## src/rtl/pingpong_block_reader_if.sv

```systemverilog
// Sample stream from the ping-pong block reader toward the processing chain.
// The master drives data/valid/last, the slave answers with ready.
interface pingpong_block_reader_if #(
  parameter int WIDTH = 16
) ();
  logic [WIDTH-1:0] data_s;
  logic             valid_s;
  logic             ready_s;
  logic             last_s;

  modport master (output data_s, output valid_s, output last_s, input ready_s);
  modport slave  (input data_s, input valid_s, input last_s, output ready_s);
endinterface

```

## src/rtl/pingpong_block_reader.sv

```systemverilog
// Consumer side of the ping-pong sample buffer: drains each filled block over the read_enable/read_ack
// handshake, re-emits samples on a valid/ready stream, and reports per-block peak |sample| and overruns.
module pingpong_block_reader #(
  parameter int WIDTH         = 16,
  parameter int DEPTH         = 256,
  parameter int SETTLE_CYCLES = 2
) (
  input  logic                   clk_i,
  input  logic                   rst_i,
  input  logic                   buffer_ready_i,
  input  logic                   read_enable_i,
  input  logic [WIDTH-1:0]       read_data_i,
  output logic                   read_ack_o,
  pingpong_block_reader_if.master m,
  output logic                   block_done_o,
  output logic [WIDTH-1:0]       block_peak_o,
  output logic                   overrun_o,
  input  logic                   clear_i
);

  localparam int IDX_W = $clog2(DEPTH + 32'sd1);
  localparam int CNT_W = $clog2(SETTLE_CYCLES + 32'sd1);

  localparam logic [IDX_W-1:0] IDX_ZERO = {IDX_W{1'b0}};
  localparam logic [IDX_W-1:0] IDX_ONE  = {{(IDX_W-1){1'b0}}, 1'b1};
  localparam logic [IDX_W-1:0] IDX_FULL = IDX_W'(DEPTH);
  localparam logic [IDX_W-1:0] IDX_LAST = IDX_FULL - IDX_ONE;
  localparam logic [CNT_W-1:0] CNT_ZERO = {CNT_W{1'b0}};
  localparam logic [CNT_W-1:0] CNT_ONE  = {{(CNT_W-1){1'b0}}, 1'b1};
  localparam logic [CNT_W-1:0] CNT_LOAD = CNT_W'(SETTLE_CYCLES);
  localparam logic [WIDTH-1:0] W_ZERO   = {WIDTH{1'b0}};
  localparam logic [WIDTH-1:0] W_ONE    = {{(WIDTH-1){1'b0}}, 1'b1};

  typedef enum logic [2:0] {
    IDLE    = 3'd0,
    SETTLE  = 3'd1,
    CAPTURE = 3'd2,
    OUTPUT  = 3'd3,
    DONE    = 3'd4
  } state_t;

  // Magnitude of a two's-complement sample; the most negative value maps to 2^(WIDTH-1) unsigned.
  function automatic logic [WIDTH-1:0] abs_mag(input logic [WIDTH-1:0] x);
    if (x[WIDTH-1]) begin
      abs_mag = (~x) + W_ONE;
    end else begin
      abs_mag = x;
    end
  endfunction

  state_t           state_r;
  logic [CNT_W-1:0] cnt_r;
  logic [IDX_W-1:0] idx_r;
  logic [WIDTH-1:0] acc_r;
  logic             restart_r;
  logic [WIDTH-1:0] data_r;
  logic             valid_r;
  logic             last_r;
  logic             ack_r;
  logic             done_r;
  logic [WIDTH-1:0] peak_r;
  logic             overrun_r;
  logic [WIDTH-1:0] sample_abs_s;
  logic             overrun_set_s;

  assign sample_abs_s  = abs_mag(read_data_i);
  assign overrun_set_s = buffer_ready_i && (state_r != IDLE) && (state_r != DONE);

  // Block sequencing: settle on the RAM, capture and ack one sample, present it, close the block.
  always_ff @(posedge clk_i or posedge rst_i) begin
    if (rst_i) begin
      state_r   <= IDLE;
      cnt_r     <= CNT_ZERO;
      idx_r     <= IDX_ZERO;
      acc_r     <= W_ZERO;
      restart_r <= 1'b0;
      data_r    <= W_ZERO;
      valid_r   <= 1'b0;
      last_r    <= 1'b0;
      ack_r     <= 1'b0;
      done_r    <= 1'b0;
      peak_r    <= W_ZERO;
    end else begin
      ack_r  <= 1'b0;
      done_r <= 1'b0;
      case (state_r)
        IDLE: begin
          if (read_enable_i) begin
            state_r <= SETTLE;
            cnt_r   <= CNT_LOAD;
          end else begin
            state_r <= IDLE;
          end
        end
        SETTLE: begin
          if (buffer_ready_i) begin
            cnt_r <= CNT_LOAD;
            idx_r <= IDX_ZERO;
            acc_r <= W_ZERO;
          end else if (cnt_r > CNT_ONE) begin
            cnt_r <= cnt_r - CNT_ONE;
          end else begin
            // Counter parks at zero while the buffer has nothing to hand over.
            cnt_r <= CNT_ZERO;
            if (read_enable_i) begin
              state_r <= CAPTURE;
            end else begin
              state_r <= SETTLE;
            end
          end
        end
        CAPTURE: begin
          if (buffer_ready_i) begin
            state_r <= SETTLE;
            cnt_r   <= CNT_LOAD;
            idx_r   <= IDX_ZERO;
            acc_r   <= W_ZERO;
          end else if (read_enable_i) begin
            data_r  <= read_data_i;
            valid_r <= 1'b1;
            last_r  <= (idx_r == IDX_LAST);
            ack_r   <= 1'b1;
            idx_r   <= idx_r + IDX_ONE;
            if (sample_abs_s > acc_r) begin
              acc_r <= sample_abs_s;
            end else begin
              acc_r <= acc_r;
            end
            state_r <= OUTPUT;
          end else begin
            state_r <= SETTLE;
          end
        end
        OUTPUT: begin
          // A new block abandons the partial one, but the beat already offered is still delivered.
          if (buffer_ready_i) begin
            restart_r <= 1'b1;
            idx_r     <= IDX_ZERO;
            acc_r     <= W_ZERO;
          end else begin
            restart_r <= restart_r;
          end
          if (m.ready_s) begin
            valid_r <= 1'b0;
            last_r  <= 1'b0;
            cnt_r   <= CNT_LOAD;
            if (restart_r || buffer_ready_i) begin
              state_r   <= SETTLE;
              restart_r <= 1'b0;
              idx_r     <= IDX_ZERO;
            end else if (idx_r == IDX_FULL) begin
              state_r <= DONE;
              done_r  <= 1'b1;
              peak_r  <= acc_r;
            end else begin
              state_r <= SETTLE;
            end
          end else begin
            state_r <= OUTPUT;
          end
        end
        DONE: begin
          acc_r   <= W_ZERO;
          idx_r   <= IDX_ZERO;
          state_r <= IDLE;
        end
        default: begin
          state_r <= IDLE;
        end
      endcase
    end
  end

  // Sticky overrun flag; a new overrun in the same cycle as clear_i keeps it set.
  always_ff @(posedge clk_i or posedge rst_i) begin
    if (rst_i) begin
      overrun_r <= 1'b0;
    end else if (overrun_set_s) begin
      overrun_r <= 1'b1;
    end else if (clear_i) begin
      overrun_r <= 1'b0;
    end else begin
      overrun_r <= overrun_r;
    end
  end

  assign read_ack_o   = ack_r;
  assign m.data_s     = data_r;
  assign m.valid_s    = valid_r;
  assign m.last_s     = last_r;
  assign block_done_o = done_r;
  assign block_peak_o = peak_r;
  assign overrun_o    = overrun_r;

endmodule

```

## src/flat_wrapper.sv

```systemverilog
// flat-port wrapper written by rule: the top's interface ports become plain ports
module pingpong_block_reader_flat 
#(
  parameter int WIDTH         = 16,
  parameter int DEPTH         = 256,
  parameter int SETTLE_CYCLES = 2
)
  (clk_i, rst_i, buffer_ready_i, read_enable_i, read_data_i, read_ack_o, block_done_o, block_peak_o, overrun_o, clear_i, m_data_s, m_valid_s, m_last_s, m_ready_s);
  pingpong_block_reader_if #(.WIDTH(WIDTH)) m_i ();
  input  logic clk_i;
  input  logic rst_i;
  input  logic buffer_ready_i;
  input  logic read_enable_i;
  input  logic [WIDTH-1:0] read_data_i;
  output logic read_ack_o;
  output logic block_done_o;
  output logic [WIDTH-1:0] block_peak_o;
  output logic overrun_o;
  input  logic clear_i;
  output wire logic [$bits(m_i.data_s)-1:0] m_data_s;
  output wire logic [$bits(m_i.valid_s)-1:0] m_valid_s;
  output wire logic [$bits(m_i.last_s)-1:0] m_last_s;
  input wire logic [$bits(m_i.ready_s)-1:0] m_ready_s;
  assign m_data_s = m_i.data_s;
  assign m_valid_s = m_i.valid_s;
  assign m_last_s = m_i.last_s;
  assign m_i.ready_s = m_ready_s;
  pingpong_block_reader #(.WIDTH(WIDTH), .DEPTH(DEPTH), .SETTLE_CYCLES(SETTLE_CYCLES)) u_core (.clk_i(clk_i), .rst_i(rst_i), .buffer_ready_i(buffer_ready_i), .read_enable_i(read_enable_i), .read_data_i(read_data_i), .read_ack_o(read_ack_o), .m(m_i), .block_done_o(block_done_o), .block_peak_o(block_peak_o), .overrun_o(overrun_o), .clear_i(clear_i));
endmodule
```

## config.mk

```make
export PLATFORM = sky130hd
export DESIGN_NAME = pingpong_block_reader_flat
export DESIGN_NICKNAME = d
export VERILOG_FILES = /design/src/rtl/pingpong_block_reader_if.sv /design/src/rtl/pingpong_block_reader.sv /design/src/flat_wrapper.sv
export SDC_FILE = /design/constraint.sdc
export NUM_CORES = 1
export LEC_CHECK = 0
export ABC_CLOCK_PERIOD_IN_PS = 3200
export BUFFER_PORTS_ARGS = -buffer_cell sky130_fd_sc_hd__buf_2
export CORE_MARGIN = 2
export CORE_UTILIZATION = 40
export CTS_BUF_LIST = sky130_fd_sc_hd__clkbuf_2
export DETAILED_ROUTE_END_ITERATION = 7
export PLACE_DENSITY_LB_ADDON = 0.3
export SYNTH_ARGS = -nofsm -noshare
export SYNTH_HDL_FRONTEND = slang
export SYNTH_SLANG_ARGS = --single-unit
```

## constraint.sdc

```tcl
create_clock -name clk_i -period 3.2 [get_ports clk_i]
set_input_delay 0.32 -clock clk_i [delete_from_list [all_inputs] [get_ports clk_i]]
set_output_delay 0.32 -clock clk_i [all_outputs]
set_load 0.03 [all_outputs]
```

==> impl_summary.md <==
CTS
After clock tree synthesis, the repair step resized 0 gates. Counting along the longest clock path gives a buffer depth of 2. The TritonCTS clock tree is yes. The H-tree level count is 3. Counting the buffers created by CTS gives 9.

CTS placed an instance of clkbuf_2 at the clock tree root. After clock tree synthesis, the clock-pin slew on the worst setup and hold paths is 0.22 ns. The insertion delay to the later sink of the worst-skew pair is 0.53 ns.

CTS saw 68 sinks.

Floorplanning
The row count is 35. The floorplan step set the die width to 100 µm. The area of the placeable core is 9110 µm². The die outline height is 100 µm. The boundary pin count is 59. The floorplan step defined a die boundary enclosing 10000 µm².

The initial utilization of the core area, before any placement, comes to 0.405.

Worst setup path
Along the worst path, the maximum fanout reaches 14. The critical path startpoint category is an input port. The worst register-to-register path begins at u_core.acc_r[10]. The critical setup path kind is in -> reg.

The reg-to-reg setup timing slack is 0.83 ns. The endpoint identified for the worst register-to-register timing path is u_core.acc_r[2]. Data on the critical path is required at its endpoint by 3.64 ns. The signal arrival time at the worst endpoint is 3.48 ns. STA classifies the critical path endpoint as a flop.

The worst reg-to-reg path cell count is 8.

Detailed routing
The count of vias placed by the detailed router is 2921. In this run the remaining antenna-violating nets after routing total 0. The DRC violation count after routing is 0.

The average wire per standard cell is 14.5 µm. The detailed-route wire length is 8380 µm. The first detailed-routing pass ran for 4 iterations.

In this run, the number of DRC markers left after iteration 0 of detailed routing was 207. Using the TritonRoute via totals, the vias-per-cell ratio works out to 5.05.

Cells and area
The library cells used most frequently in the layout, excluding fill and tap cells, are dfrtp_1 (68), nand2_1 (67), buf_2 (58). In the final layout, the share of cells above drive strength 1 is 0.310. For this run, the number of standard cells in the final layout without fillers is 578. The count of inserted antenna diode cells is 0. The most common cell after layout, fill and taps aside is dfrtp_1. The utilization after layout is 0.496. The finished layout cell area is 4520 µm².

Compared with the post-synthesis result, the final layout area differs by 22.4%. The final layout contains 504 nets.

Placement
The number of port buffers is 58. The weighted congestion at the end of routability-driven global placement is 0.886. In this run, placement finished with an instance count of 560. The post-DP HPWL is 6230 µm.

After detailed placement, the total cell area comes to 4360 µm².

GRT
The wire length of the first global-routing pass is 14200 µm. The via count of the first global-routing pass came to 2963. In the global route stage, overall resource usage came out at 0.179.

The total overflow left after global routing is 0. Entering global routing, the biggest net connects 48 pins. The initial antenna violation count is 0.

Pwr
Summed over all cells, the static leakage comes to 2.32 nW. Total power for the finished layout comes to 0.00262 W. The share of total power dissipated in the clock network is 0.230. The combinational share of power is 0.337. IR analysis of the VDD net gives a maximum drop of 363 µV. The total power per unit cell area is 581 nW/µm². The net switching power is 0.00102 W. The internal portion of the total power is 0.00160 W. The switching power share of the total is 0.390. The fraction of power consumed by sequential logic is 0.433.

Timing
The achievable frequency is 0.329 GHz. Setup violations remaining at the end of the flow were counted as 0. The clock period minus worst slack is 3.04 ns. The number of failing hold endpoints at the final stage is 13. The max-slew violation count is 0. The tightest hold margin is -0.00455 ns. For the final database, setup skew stands at 0.0300 ns. The worst relative slew slack is 0.347. The slew at the pin with the worst max-slew slack is 0.979 ns. Setup repair after global routing left no endpoint under its margin. Of the available clock period, the critical path in the final layout requires 0.951.

Synth
Counting flops with a built-in enable in the synthesized netlist gives 0. After synthesis, the mean cell area works out to 9.85 µm². Synthesis produced a netlist whose cell count is 375. Counting flops and latches in the post-synthesis netlist gives 68. Counting every net in the synthesized netlist gives 417. For this run, asynchronously set or reset flops after synthesis account for 1.00.

The synthesized area is 3690 µm². The share of the yosys chip area belonging to registers is 0.461. After synthesis, the netlist uses 45 different library cells. The warning count from the yosys run is 0. The dominant register cell in the synthesized netlist is dfrtp_1.

Job
Across the run, the number of max-cap violations was 0.

Worst hold path
The worst hold-check path type is in -> async.

Run status
The checks that failed: hold timing. The run finished, with violations left.
through the flow:
step	setup WS [ns]	TNS [ns]
finish	0.156	0
global placement	-0.288	-4.56
CTS	0.162	0
global route	0.0344	0
floorplan	-0.205	-2.52
detailed placement	-0.347	-5.26
layer usage:
layer / share of wire / vias up / wire, µm / GRT usage
li1: - / 1453 / - / -
met1: 0.49 / 1399 / 4130 / 0.247
met2: 0.45 / 54 / 3780 / 0.280
met3: 0.038 / 15 / 322 / 0.0397
met4: 0.017 / 0 / 145 / 0.0643
met5: 0 / - / 0 / 0
cell usage after synthesis (all sizes together), types with 2 or more instances:
| master | n | area, µm² |
|---|---|---|
| a21o | 2 | 16.3 |
| ha | 20 | 250 |
| dfrtp | 68 | 1700 |
| or3 | 4 | 25.0 |
| clkbuf | 10 | 37.5 |
| o41ai | 5 | 43.8 |
| nand2b | 19 | 126 |
| nand2 | 67 | 251 |
| xnor2 | 13 | 114 |
| a31oi | 3 | 33.8 |
| o31ai | 4 | 30.0 |
| o21ai | 26 | 130 |
| and3 | 5 | 31.3 |
| buf | 7 | 60.1 |
| nor2 | 14 | 52.6 |
| or2 | 4 | 25.0 |
| or4 | 4 | 30.0 |
| mux2i | 14 | 140 |
| a22o | 2 | 17.5 |
| mux2 | 18 | 203 |
| nand4 | 3 | 18.8 |
| nor4b | 2 | 17.5 |
| nor4 | 4 | 40.0 |
| a21oi | 8 | 40.0 |
| o211ai | 2 | 15.0 |
| inv | 27 | 101 |
| nand3 | 4 | 20.0 |
| a211oi | 3 | 22.5 |
| nor3 | 4 | 20.0 |
| nor2b | 3 | 18.8 |
power groups by stage:
stage          clock, W  combinational [W]  sequential [W]
2_1_floorplan         0           0.000406         0.00134
3_3_place_gp          0           0.000865         0.00115
3_5_place_dp          0           0.000887         0.00115
4_1_cts        0.000626           0.000893         0.00113
5_1_grt        0.000660           0.000975         0.00116
6_report       0.000605           0.000884         0.00114
worst max path at each step:
| stage | start | to | slack (ns) | cells past startpoint |
|---|---|---|---|---|
| floorplan | read_data_i[12] | u_core.acc_r[0] | -0.20 | 9 |
| global placement | read_data_i[6] | u_core.acc_r[3] | -0.29 | 12 |
| detailed placement | read_data_i[6] | u_core.acc_r[8] | -0.35 | 12 |
| CTS | read_data_i[6] | u_core.acc_r[2] | 0.16 | 12 |
| global route | read_data_i[6] | u_core.acc_r[2] | 0.03 | 12 |
| finish | read_data_i[6] | u_core.acc_r[2] | 0.16 | 12 |
worst max-delay path, stage by stage:
cell and delay, ns:
buf_2 0.11, or4_1 0.52, buf_4 0.20, o41ai_2 0.36, xnor2_1 0.14, ha_1 0.31
nand4_1 0.11, or4_4 0.55, a21o_4 0.20, a31oi_4 0.26, buf_12 0.20, mux2i_1 0.20
layout make-up:
| type | instances | area (µm²) |
|---|---|---|
| fillers | 879 | 4590 |
| multi-input cells | 263 | 1860 |
| flip-flops and latches | 68 | 1700 |
| repair buffers | 93 | 571 |
| well taps | 111 | 139 |
| inverters | 27 | 101 |
| clock inverters | 7 | 98.8 |
| clock buffers | 9 | 45.0 |
timing repair:
| action | in CTS | in global routing |
|---|---|---|
| hold buffers | 2 | 0 |
| endpoints found under the hold margin | 2 | 0 |
| setup buffers | 0 | 0 |
registers in the layout, summed over array words and instances (netlist names):
| register | count |
|---|---|
| u_core.acc_r | 16 |
| u_core.block_peak_o | 16 |
| u_core.m.data_s | 16 |
| u_core.idx_r | 9 |
| u_core.state_r | 3 |
| u_core.cnt_r | 2 |
| u_core.block_done_o | 1 |
| u_core.m.last_s | 1 |
| u_core.m.valid_s | 1 |
| u_core.overrun_o | 1 |
| u_core.read_ack_o | 1 |
| u_core.restart_r | 1 |
cell families after synthesis:
| family | count (synthesis) | share of synthesized area |
|---|---|---|
| AOI/OAI and AO/OA | 57 | 0.101 |
| xor gates and xnor gates | 14 | 0.0332 |
| adders and majority gates | 20 | 0.0678 |
| buffers and inverters | 44 | 0.0539 |
| DFF | 68 | 0.461 |
| muxes | 32 | 0.0928 |
| and+or+nand+nor | 140 | 0.190 |
(Power assumes the default switching activity.)
